--- src/rtl/count3_sequencer.sv ---
// ============================================================================
//  Module   : count3_sequencer
//  Purpose  : Programmable up/down counter sequencer with terminal limit,
//             clock-enable prescaler, wrap repeat count and event pulses.
//  Revision : 1.0  initial release
// ============================================================================
`default_nettype none

module count3_sequencer #(
   parameter int WIDTH = 3,
   parameter int PS_W  = 4,
   parameter int REP_W = 4
) (
   input  logic             clk,
   input  logic             rst,
   input  logic             start,
   input  logic             stop,
   input  logic             up_dn,
   input  logic [WIDTH-1:0] lim,
   input  logic [PS_W-1:0]  prescale,
   input  logic [REP_W-1:0] reps,
   output logic [WIDTH-1:0] a,
   output logic             busy,
   output logic             tick,
   output logic             wrap,
   output logic             done
);

   typedef enum logic [0:0] {
      IDLE = 1'b0,
      RUN  = 1'b1
   } state_t;

   state_t             state, state_nx;
   logic [WIDTH-1:0]   a_nx;
   logic               busy_nx, tick_nx, wrap_nx, done_nx;
   logic [PS_W-1:0]    ps_cnt, ps_cnt_nx;
   logic [REP_W-1:0]   wrap_cnt, wrap_cnt_nx;
   logic               cfg_up, cfg_up_nx;
   logic [WIDTH-1:0]   cfg_lim, cfg_lim_nx;
   logic [PS_W-1:0]    cfg_ps, cfg_ps_nx;
   logic [REP_W-1:0]   cfg_reps, cfg_reps_nx;
   logic               is_wrap;

   always_ff @(posedge clk or negedge rst) begin
      if (!rst) begin
         state    <= IDLE;
         a        <= '0;
         busy     <= 1'b0;
         tick     <= 1'b0;
         wrap     <= 1'b0;
         done     <= 1'b0;
         ps_cnt   <= '0;
         wrap_cnt <= '0;
         cfg_up   <= 1'b0;
         cfg_lim  <= '0;
         cfg_ps   <= '0;
         cfg_reps <= '0;
      end else begin
         state    <= state_nx;
         a        <= a_nx;
         busy     <= busy_nx;
         tick     <= tick_nx;
         wrap     <= wrap_nx;
         done     <= done_nx;
         ps_cnt   <= ps_cnt_nx;
         wrap_cnt <= wrap_cnt_nx;
         cfg_up   <= cfg_up_nx;
         cfg_lim  <= cfg_lim_nx;
         cfg_ps   <= cfg_ps_nx;
         cfg_reps <= cfg_reps_nx;
      end
   end

   always_comb begin
      state_nx    = state;
      a_nx        = a;
      tick_nx     = 1'b0;
      wrap_nx     = 1'b0;
      done_nx     = 1'b0;
      ps_cnt_nx   = ps_cnt;
      wrap_cnt_nx = wrap_cnt;
      cfg_up_nx   = cfg_up;
      cfg_lim_nx  = cfg_lim;
      cfg_ps_nx   = cfg_ps;
      cfg_reps_nx = cfg_reps;
      is_wrap     = 1'b0;

      case (state)
         IDLE: begin
            if (start) begin
               state_nx    = RUN;
               cfg_up_nx   = up_dn;
               cfg_lim_nx  = lim;
               cfg_ps_nx   = prescale;
               cfg_reps_nx = reps;
               a_nx        = up_dn ? '0 : lim;
               ps_cnt_nx   = '0;
               wrap_cnt_nx = '0;
            end
         end
         RUN: begin
            // stop wins over a step falling on the same edge
            if (stop) begin
               state_nx = IDLE;
            end else if (ps_cnt == cfg_ps) begin
               ps_cnt_nx = '0;
               tick_nx   = 1'b1;
               if (cfg_up) begin
                  is_wrap = (a == cfg_lim);
                  a_nx    = is_wrap ? '0 : a + 1'b1;
               end else begin
                  is_wrap = (a == '0);
                  a_nx    = is_wrap ? cfg_lim : a - 1'b1;
               end
               if (is_wrap) begin
                  wrap_nx     = 1'b1;
                  wrap_cnt_nx = wrap_cnt + 1'b1;
                  if ((cfg_reps != '0) && (wrap_cnt_nx == cfg_reps)) begin
                     done_nx  = 1'b1;
                     state_nx = IDLE;
                  end
               end
            end else begin
               ps_cnt_nx = ps_cnt + 1'b1;
            end
         end
         default: state_nx = IDLE;
      endcase

      busy_nx = (state_nx == RUN);
   end

endmodule

`default_nettype wire

--- config.mk ---
export PLATFORM = sky130hd
export DESIGN_NAME = count3_sequencer
export DESIGN_NICKNAME = d
export VERILOG_FILES = /design/src/rtl/count3_sequencer.sv
export SDC_FILE = /design/constraint.sdc
export NUM_CORES = 1
export LEC_CHECK = 0
export ABC_CLOCK_PERIOD_IN_PS = 1800
export CORE_UTILIZATION = 23
export DETAILED_ROUTE_END_ITERATION = 8
export HOLD_SLACK_MARGIN = 0.15
export MAX_ROUTING_LAYER = met4
export SLEW_MARGIN = 10
export SYNTH_ARGS = -nofsm -noshare
export SYNTH_HDL_FRONTEND = slang
export SYNTH_SLANG_ARGS = --single-unit
--- constraint.sdc ---
create_clock -name clk -period 1.8 [get_ports clk]
set_input_delay 0.45 -clock clk [delete_from_list [all_inputs] [get_ports clk]]
set_output_delay 0.45 -clock clk [all_outputs]
set_load 0.005 [all_outputs]
==> impl_metrics.ini, run 1 <==
[synthesis]
synth_simple_gate_area_share_pct = 24.7
async_flop_share_pct = 100
synth_area_leaders = dfrtp_1 (45%), nand2_1 (11%), xnor2_1 (4.6%)
post-synth-top-count-cell = nand2_1
synth_commonest_cells = nand2_1 (46), dfrtp_1 (27), xnor2_1 (8)
synth.area.mux_share_pct = 4.04
yosysTopAreaCellShare_pct = 44.5
synth_largest_area_cell = dfrtp_1
synthFlopType = dfrtp_1
synthXorXnorAreaFrac_pct = 10.6
netlist_instances = 152
synth-adder-area-share_pct = 4.12
yosysWarnings = 0
synth_nets = 173
synth_compound_gate_area_share_pct = 8.49
synth_seq_cells = 27
avgSynthCellArea_um2 = 9.98
synth_top_family_by_area = simple AND/OR/NAND/NOR gates
seq_area_frac_synth_pct = 44.5
ys_types = 39
mappedNetlistArea_um2 = 1520
synth_edf_count = 0

[die]
fp-row-count = 29
core-area_um2 = 6350
die_h_um = 83.2
die-area_um2 = 6930
ios = 23
start_util_pct = 23.9
die_w_um = 83.2

[clock_tree]
htreeDepth = 1
insertion_delay_ps = 270
clk_pin_slew_ps = 90
clk_path_buf_depth = 2
cts-root-buf = clkbuf_8
cts_tree = yes
cts_sinks = 27
cts_inserted_buffers = 3

[critical_path]
crit_buf_inv = 2
cp-endpoint = a[1]
crit_fanout = 3
rrSetupSlack_ps = 120
crit-reg2reg-launch = a[0]
arrival_ps = 1280
worst_r2r_endpoint = wrap_cnt[1]
critPathRequiredTime_ps = 1350
crit_family = buffers and inverters
path_depth = 2
critPathLaunchType = flop
crit_type = flop to primary output
worstPathCellList = buf_4 > clkdlybuf4s50_1
endpoint_kind = primary output
reg2regPathDepth = 5
crit_path_top_delay_cell = clkdlybuf4s50_1
startpoint = a[1]
critPathMaxStageDelay_ps = 490

[power]
p_sw_mw = 0.796
p_int_mw = 1.42
switching_share_pct = 35.9
p_comb_share_pct = 45.1
power_density_nw_per_um2 = 1120
clkPwrFrac_pct = 15.6
ir_drop_v = 0.000502
p_total_mw = 2.22
power_frac_seq_pct = 39.4
leakage_nw = 0.887

[sta]
setup_tns_ps = 0
worstMarginPinSlew_ps = 472
rsz0062_at_grt = no
timing.final.crit_share_pct = 95.9
max_freq_ghz = 0.579
fin_hold_ws_ps = 502
slew_headroom_pct = 68.1
fin_skew_ps = 4.39
setup-violations-final = 0
finalMaxSlewViolations = 0
period_needed_ps = 1730
timing.final.hold_violations = 0

[placed_design]
place.gp.congestion = 0.855
dp_hpwl_mm = 2.45
numPortBuffers = 22

[detailed_routing]
wl_mm = 3.25
dr.pass1.iters = 4
drc = 0
vias = 1166
vias_per_cell = 4.40
dr.first_iter.drc_count = 39
ant_nets = 0
wire_per_inst_um = 12.3

[global_routing]
track_usage_pct = 9.98
antenna_found_initial = 0
grt_pass1_vias = 1151
grt_max_degree = 28
overflow = 0
grt_pass1_wl_mm = 5.43

[layout]
antenna_cells = 0
drive_gt1_share_pct = 17.6
area_growth_pct = 30.9
fin_nets = 210

[job]
maxCapViolCount = 0

[outcome]
outcome = finished, final reports clean

[hold_path]
min_path_type = flop to flop
-- logic make-up (layout without fill, tap and decap cells) --
| family | Yosys count | in the layout |
|---|---|---|
| AOI/OAI and AO/OA | 15 | 15 |
| muxes | 6 | 6 |
| and+or+nand+nor | 74 | 74 |
| xor gates and xnor gates | 15 | 15 |
| buffers and inverters | 10 | 46 |
| adders and majority gates | 5 | 5 |
| DFF | 27 | 27 |
-- cells in the final DEF, fill, tap and decap left out, types with 2 or more instances in the layout --
cell | Yosys | layout
a21oi_1 | 2 | 2
a32oi_1 | 2 | 2
and2b_2 | 2 | 2
buf_4 | 0 | 15
clkbuf_8 | 0 | 3
clkdlybuf4s50_1 | 0 | 22
dfrtp_1 | 27 | 25
dfrtp_2 | 0 | 2
ha_1 | 5 | 4
inv_1 | 5 | 5
mux2i_1 | 5 | 5
nand2_1 | 46 | 46
nand3_1 | 2 | 2
nand3b_1 | 3 | 3
nor2_1 | 4 | 4
nor2b_1 | 4 | 4
nor4_1 | 2 | 2
o21ai_0 | 2 | 2
o221ai_1 | 2 | 2
xnor2_1 | 8 | 8
xnor2_2 | 2 | 2
xor2_1 | 4 | 4
-- layout make-up --
cell class                 instances  area [um^2]
clock buffer                       3         41.3
clock inverter                     1         5.00
fill                             655         4360
inverter                           5         18.8
multi-input combinational        115          815
sequential                        27          678
tap                               77         96.3
timing repair buffer              37          333
-- flip-flops by register name, indices dropped and copies added, names as in the netlist --
name / count
wrap_cnt: 4
cfg_ps: 4
state: 1
tick: 1
a: 3
cfg_lim: 3
cfg_reps: 4
done: 1
ps_cnt: 4
wrap: 1
cfg_up: 1
-- what timing repair did --
action,in CTS,in global routing
gates resized for setup,1,5
setup endpoints to repair,1,7
setup buffers,0,3
pin swaps,0,1
hold buffers,0,0
-- power groups by stage --
| stage | registers (mW) | clock network [mW] | logic (mW) |
|---|---|---|---|
| 2_1_floorplan | 0.852 | 0 | 0.641 |
| 4_1_cts | 0.873 | 0.361 | 0.921 |
| 5_1_grt | 0.894 | 0.384 | 1.10 |
| 3_5_place_dp | 0.883 | 0 | 0.919 |
| 6_report | 0.874 | 0.345 | 1.00 |
| 3_3_place_gp | 0.885 | 0 | 0.902 |
-- metrics by stage --
step,instances,area [um^2],setup slack [ps],util [%]
after global routing,265,1990,13.2,31.3
after global placement,258,1890,73.9,29.8
after floorplan,152,1520,109,-
final,265,1990,72.9,31.3
after detailed placement,258,1890,12.9,29.8
after CTS,262,1940,23.5,30.5
-- layer usage --
| layer | vias up | track usage [%] | routed length [um] | part of all wire [%] |
|---|---|---|---|---|
| li1 | 587 | - | - | - |
| met1 | 555 | 12.5 | 1500 | 46 |
| met2 | 22 | 16.2 | 1590 | 49 |
| met3 | 2 | 2.39 | 136 | 4.2 |
| met4 | 0 | 2.35 | 25 | 0.77 |
| met5 | - | - | 0 | 0 |
-- worst register-to-register path, stage by stage, from the launching register on --
cell and delay, ps:
dfrtp_1 390, buf_4 150, xnor2_1 280, a41oi_4 210, nor3_4 330, mux2i_1 240
-- how the worst min path moves through the flow --
stage | start | cells after the start | slack [ps] | end
floorplan | rst | 0 | 150 | a[0]
global placement | cfg_ps[3] | 2 | 480 | cfg_ps[3]
detailed placement | cfg_ps[0] | 2 | 490 | cfg_ps[0]
CTS | cfg_ps[0] | 2 | 510 | cfg_ps[0]
global route | cfg_ps[2] | 2 | 540 | cfg_ps[2]
finish | cfg_ps[0] | 2 | 500 | cfg_ps[0]
Note: power is estimated with default switching activity, not from simulation.
==> inputs of run 2 (changes only) <==
Settings changed: REMOVE_ABC_BUFFERS from default to 1.
==> run 2 against run 1 <==
Effect of this change: maximum frequency about the same; first-iteration DRC count up 26%; register-to-register slack about the same; sequential power down 2%; largest cell class unchanged; clock skew up 1.8 ps; worst setup slack better by 1.4 ps; core utilization down 0.18 points; global-route usage up 0.39 points.
==> impl_metrics.ini, run 2 (synthesized netlist as in run 1, its figures left out) <==
[sta]
setup_ws_ps = 74.3
max_freq_ghz = 0.579
fin_hold_ws_ps = 507
period_needed_ps = 1730
timing.final.hold_violations = 0
setup_tns_ps = 0
finalMaxSlewViolations = 0
rsz0062_at_grt = no
timing.final.crit_share_pct = 95.9
slew_headroom_pct = 69.2
worstMarginPinSlew_ps = 455
fin_skew_ps = 6.23
setup-violations-final = 0

[die]
die_h_um = 83.2
core-area_um2 = 6350
ios = 23
die-area_um2 = 6930
fp-row-count = 29
die_w_um = 83.2
start_util_pct = 23.9

[critical_path]
crit-reg2reg-launch = a[1]
crit_type = flop to primary output
arrival_ps = 1280
critPathRequiredTime_ps = 1350
startpoint = a[1]
endpoint_kind = primary output
crit_fanout = 3
critPathLaunchType = flop

[detailed_routing]
dr.pass1.iters = 4
vias_per_cell = 4.48
ant_nets = 0
wl_mm = 3.23
vias = 1179
drc = 0
dr.first_iter.drc_count = 49
wire_per_inst_um = 12.3

[layout]
fill_cells = 671
drive_gt1_share_pct = 17.2
layout.cells.non_filler = 263
multi_input_comb_area_um2 = 806
area_growth_pct = 30.2
utilization_pct = 31.1
fin_nets = 208
final_cell_mix = nand2_1 (46), dfrtp_1 (25), clkdlybuf4s50_1 (22)
final_common_cell = nand2_1
antenna_cells = 0
regArea_um2 = 678
fin_area_um2 = 1980

[power]
ir_drop_v = 0.000471
leakage_nw = 0.881
p_total_mw = 2.22
power_density_nw_per_um2 = 1120

[global_routing]
track_usage_pct = 10.4
grt_max_degree = 28
overflow = 0
antenna_found_initial = 0
grt_pass1_vias = 1186
grt_pass1_wl_mm = 5.63

[placed_design]
placed_area_um2 = 1890
place.gp.congestion = 0.793
preCtsSetupSlack_ps = 46.3
dp.cells = 258
numPortBuffers = 22
dp_hpwl_mm = 2.42

[clock_tree]
cts_tree = yes
insertion_delay_ps = 280
cts-root-buf = clkbuf_8
htreeDepth = 1
cts_inserted_buffers = 3
clk_path_buf_depth = 2
clk_pin_slew_ps = 100
cts_sinks = 27

[outcome]
outcome = finished, final reports clean

[hold_path]
hp-start = cfg_ps[2]
min_path_type = flop to flop

[job]
maxCapViolCount = 0
[run 2: worst paths after layout]
kind	cells past startpoint	slack [ps]	to
max in group asynchronous	2	980	a[2]
min reg2reg	2	510	cfg_ps[2]
min	2	510	cfg_ps[2]
max reg2reg	6	110	a[2]
min in group asynchronous	2	540	wrap
max	2	70	a[1]
[run 2: what timing repair did]
| action | CTS | global route |
|---|---|---|
| hold buffers | 0 | 0 |
| buffers inserted | 0 | 1 |
| gates resized for setup | 1 | 4 |
| endpoints found under the setup margin | 1 | 7 |
[run 2: cell type report]
type / count / share of cell area, %
multi-input combinational: 115 / 40.8
timing repair buffer: 35 / 16.7
clock buffer: 3 / 2.09
inverter: 5 / 0.950
clock inverter: 1 / 0.253
sequential: 27 / 34.3
tap: 77 / 4.88
[run 2: report_power, final]
group | leakage, nW | total (mW) | switching (mW) | internal [mW]
registers | 0.348 | 0.857 | 0.128 | 0.729
logic | 0.508 | 1.02 | 0.481 | 0.534
clock network | 0.0255 | 0.349 | 0.194 | 0.155
[run 2: metal layers]
metal	GRT usage, %	wire length, um	up-vias
li1	-	-	582
met1	13.3	1560	561
met2	16.3	1480	31
met3	2.78	158	5
met4	2.51	29	0
met5	-	0	-
[run 2: worst max-delay path: stages (launching register included)]
cell,delay (ps)
dfrtp_1,360
buf_4,140
clkdlybuf4s50_1,500
==> inputs of run 3 (changes only) <==
Settings changed: CORE_UTILIZATION 23 to 53, PLACE_DENSITY from default to 0.79.
==> run 3 against run 2 <==
Effect of this change: first-iteration DRC count shrank 4.1%; sequential cell count is the same; sequential power shrank 0.7%; clock skew is 2.3 ps higher; combinational power down 3%; clock power fell by 30%; core utilization grew 38 points; final cell count decreased by 18%; global-route usage up 12 points.
==> impl_metrics.ini, run 3 (synthesized netlist as in run 1, its figures left out) <==
[clock_tree]
cts_sinks = 27
cts_tree = yes
cts-root-buf = clkbuf_4
clk_path_buf_depth = 2
clk_pin_slew_ps = 130
htreeDepth = 1
insertion_delay_ps = 310
cts_inserted_buffers = 3

[layout]
area_growth_pct = 23.7
final_cell_mix = nand2_1 (46), dfrtp_1 (25), clkdlybuf4s50_1 (21)
layout.cells.non_filler = 215
antenna_cells = 0
utilization_pct = 68.6
fin_nets = 206
final_common_cell = nand2_1
drive_gt1_share_pct = 15.8
fin_area_um2 = 1880

[power]
ir_drop_v = 0.000854
p_total_mw = 2.08
leakage_nw = 0.873
power_density_nw_per_um2 = 1110

[placed_design]
placed_area_um2 = 1820
dp.cells = 210
numPortBuffers = 22
dp_hpwl_mm = 2.27
preCtsSetupSlack_ps = 11.0
place.gp.congestion = 0.955

[global_routing]
grt_max_degree = 28
grt_pass1_vias = 1194
grt_pass1_wl_mm = 5.29
overflow = 0
antenna_found_initial = 0
track_usage_pct = 22.2

[die]
die_w_um = 55.5
start_util_pct = 55.5
ios = 23
fp-row-count = 19
die-area_um2 = 3080
die_h_um = 55.5
core-area_um2 = 2730

[sta]
fin_skew_ps = 8.52
fin_hold_ws_ps = 487
setup-violations-final = 0
finalMaxSlewViolations = 0
period_needed_ps = 1770
timing.final.hold_violations = 0
max_freq_ghz = 0.565
rsz0062_at_grt = yes
setup_ws_ps = 30.4
worstMarginPinSlew_ps = 402
timing.final.crit_share_pct = 98.3
slew_headroom_pct = 72.8
setup_tns_ps = 0

[detailed_routing]
dr.pass1.iters = 4
wl_mm = 2.93
wire_per_inst_um = 13.6
dr.first_iter.drc_count = 47
vias_per_cell = 5.44
drc = 0
ant_nets = 0
vias = 1169

[critical_path]
reg2regPathDepth = 7
crit_type = flop to primary output
endpoint_kind = primary output
critPathLaunchType = flop
worst_r2r_endpoint = a[2]
crit_fanout = 3
critPathRequiredTime_ps = 1350
rrSetupSlack_ps = 90
crit-reg2reg-launch = a[0]
arrival_ps = 1320

[hold_path]
min_path_type = primary input to asynchronous set/reset pin

[outcome]
outcome = finished, final reports clean

[job]
maxCapViolCount = 0
-- run 3: repair_timing --
action / CTS / global route
hold buffers: 0 / 0
hold endpoints to repair: 0 / 0
setup buffers: 1 / 0
resized for setup: 1 / 6
pin swaps: 0 / 0
cloned: 0 / 0
setup endpoints to repair: 1 / 6
-- run 3: final cells by class --
type                    count  area, um^2
clock buffers               4        26.3
fillers                   222         857
inverters                   5        18.8
multi-input cells         115         806
flip-flops and latches     27         678
well taps                  31        38.8
repair buffers             33         309
-- run 3: worst max path at each step --
stage,start,end,slack [ps],depth (start not counted)
final,a[1],a[1],30,2
after global routing,a[1],a[1],-40,2
after CTS,a[1],a[2],4,6
after detailed placement,stop,wrap_cnt[3],10,4
after global placement,stop,wrap_cnt[3],60,4
after floorplan,a[0],a[2],110,6
-- run 3: worst max-delay path: stages, from the launching register on --
cell and delay, ps:
dfrtp_1 380, buf_4 140, clkdlybuf4s50_1 490
-- run 3: where the power goes --
| part | internal (mW) | leakage [nW] | switching [mW] |
|---|---|---|---|
| logic | 0.506 | 0.510 | 0.480 |
| registers | 0.729 | 0.348 | 0.122 |
| clock network | 0.0865 | 0.0150 | 0.159 |
| total | 1.32 | 0.873 | 0.760 |
-- run 3: per-layer routing --
metal	GRT usage [%]	share of wire, %	wire, um
met3	3.28	3.8	110
met5	-	0	0
met4	9.29	1.6	48
met1	27.3	43	1260
met2	36.8	52	1510
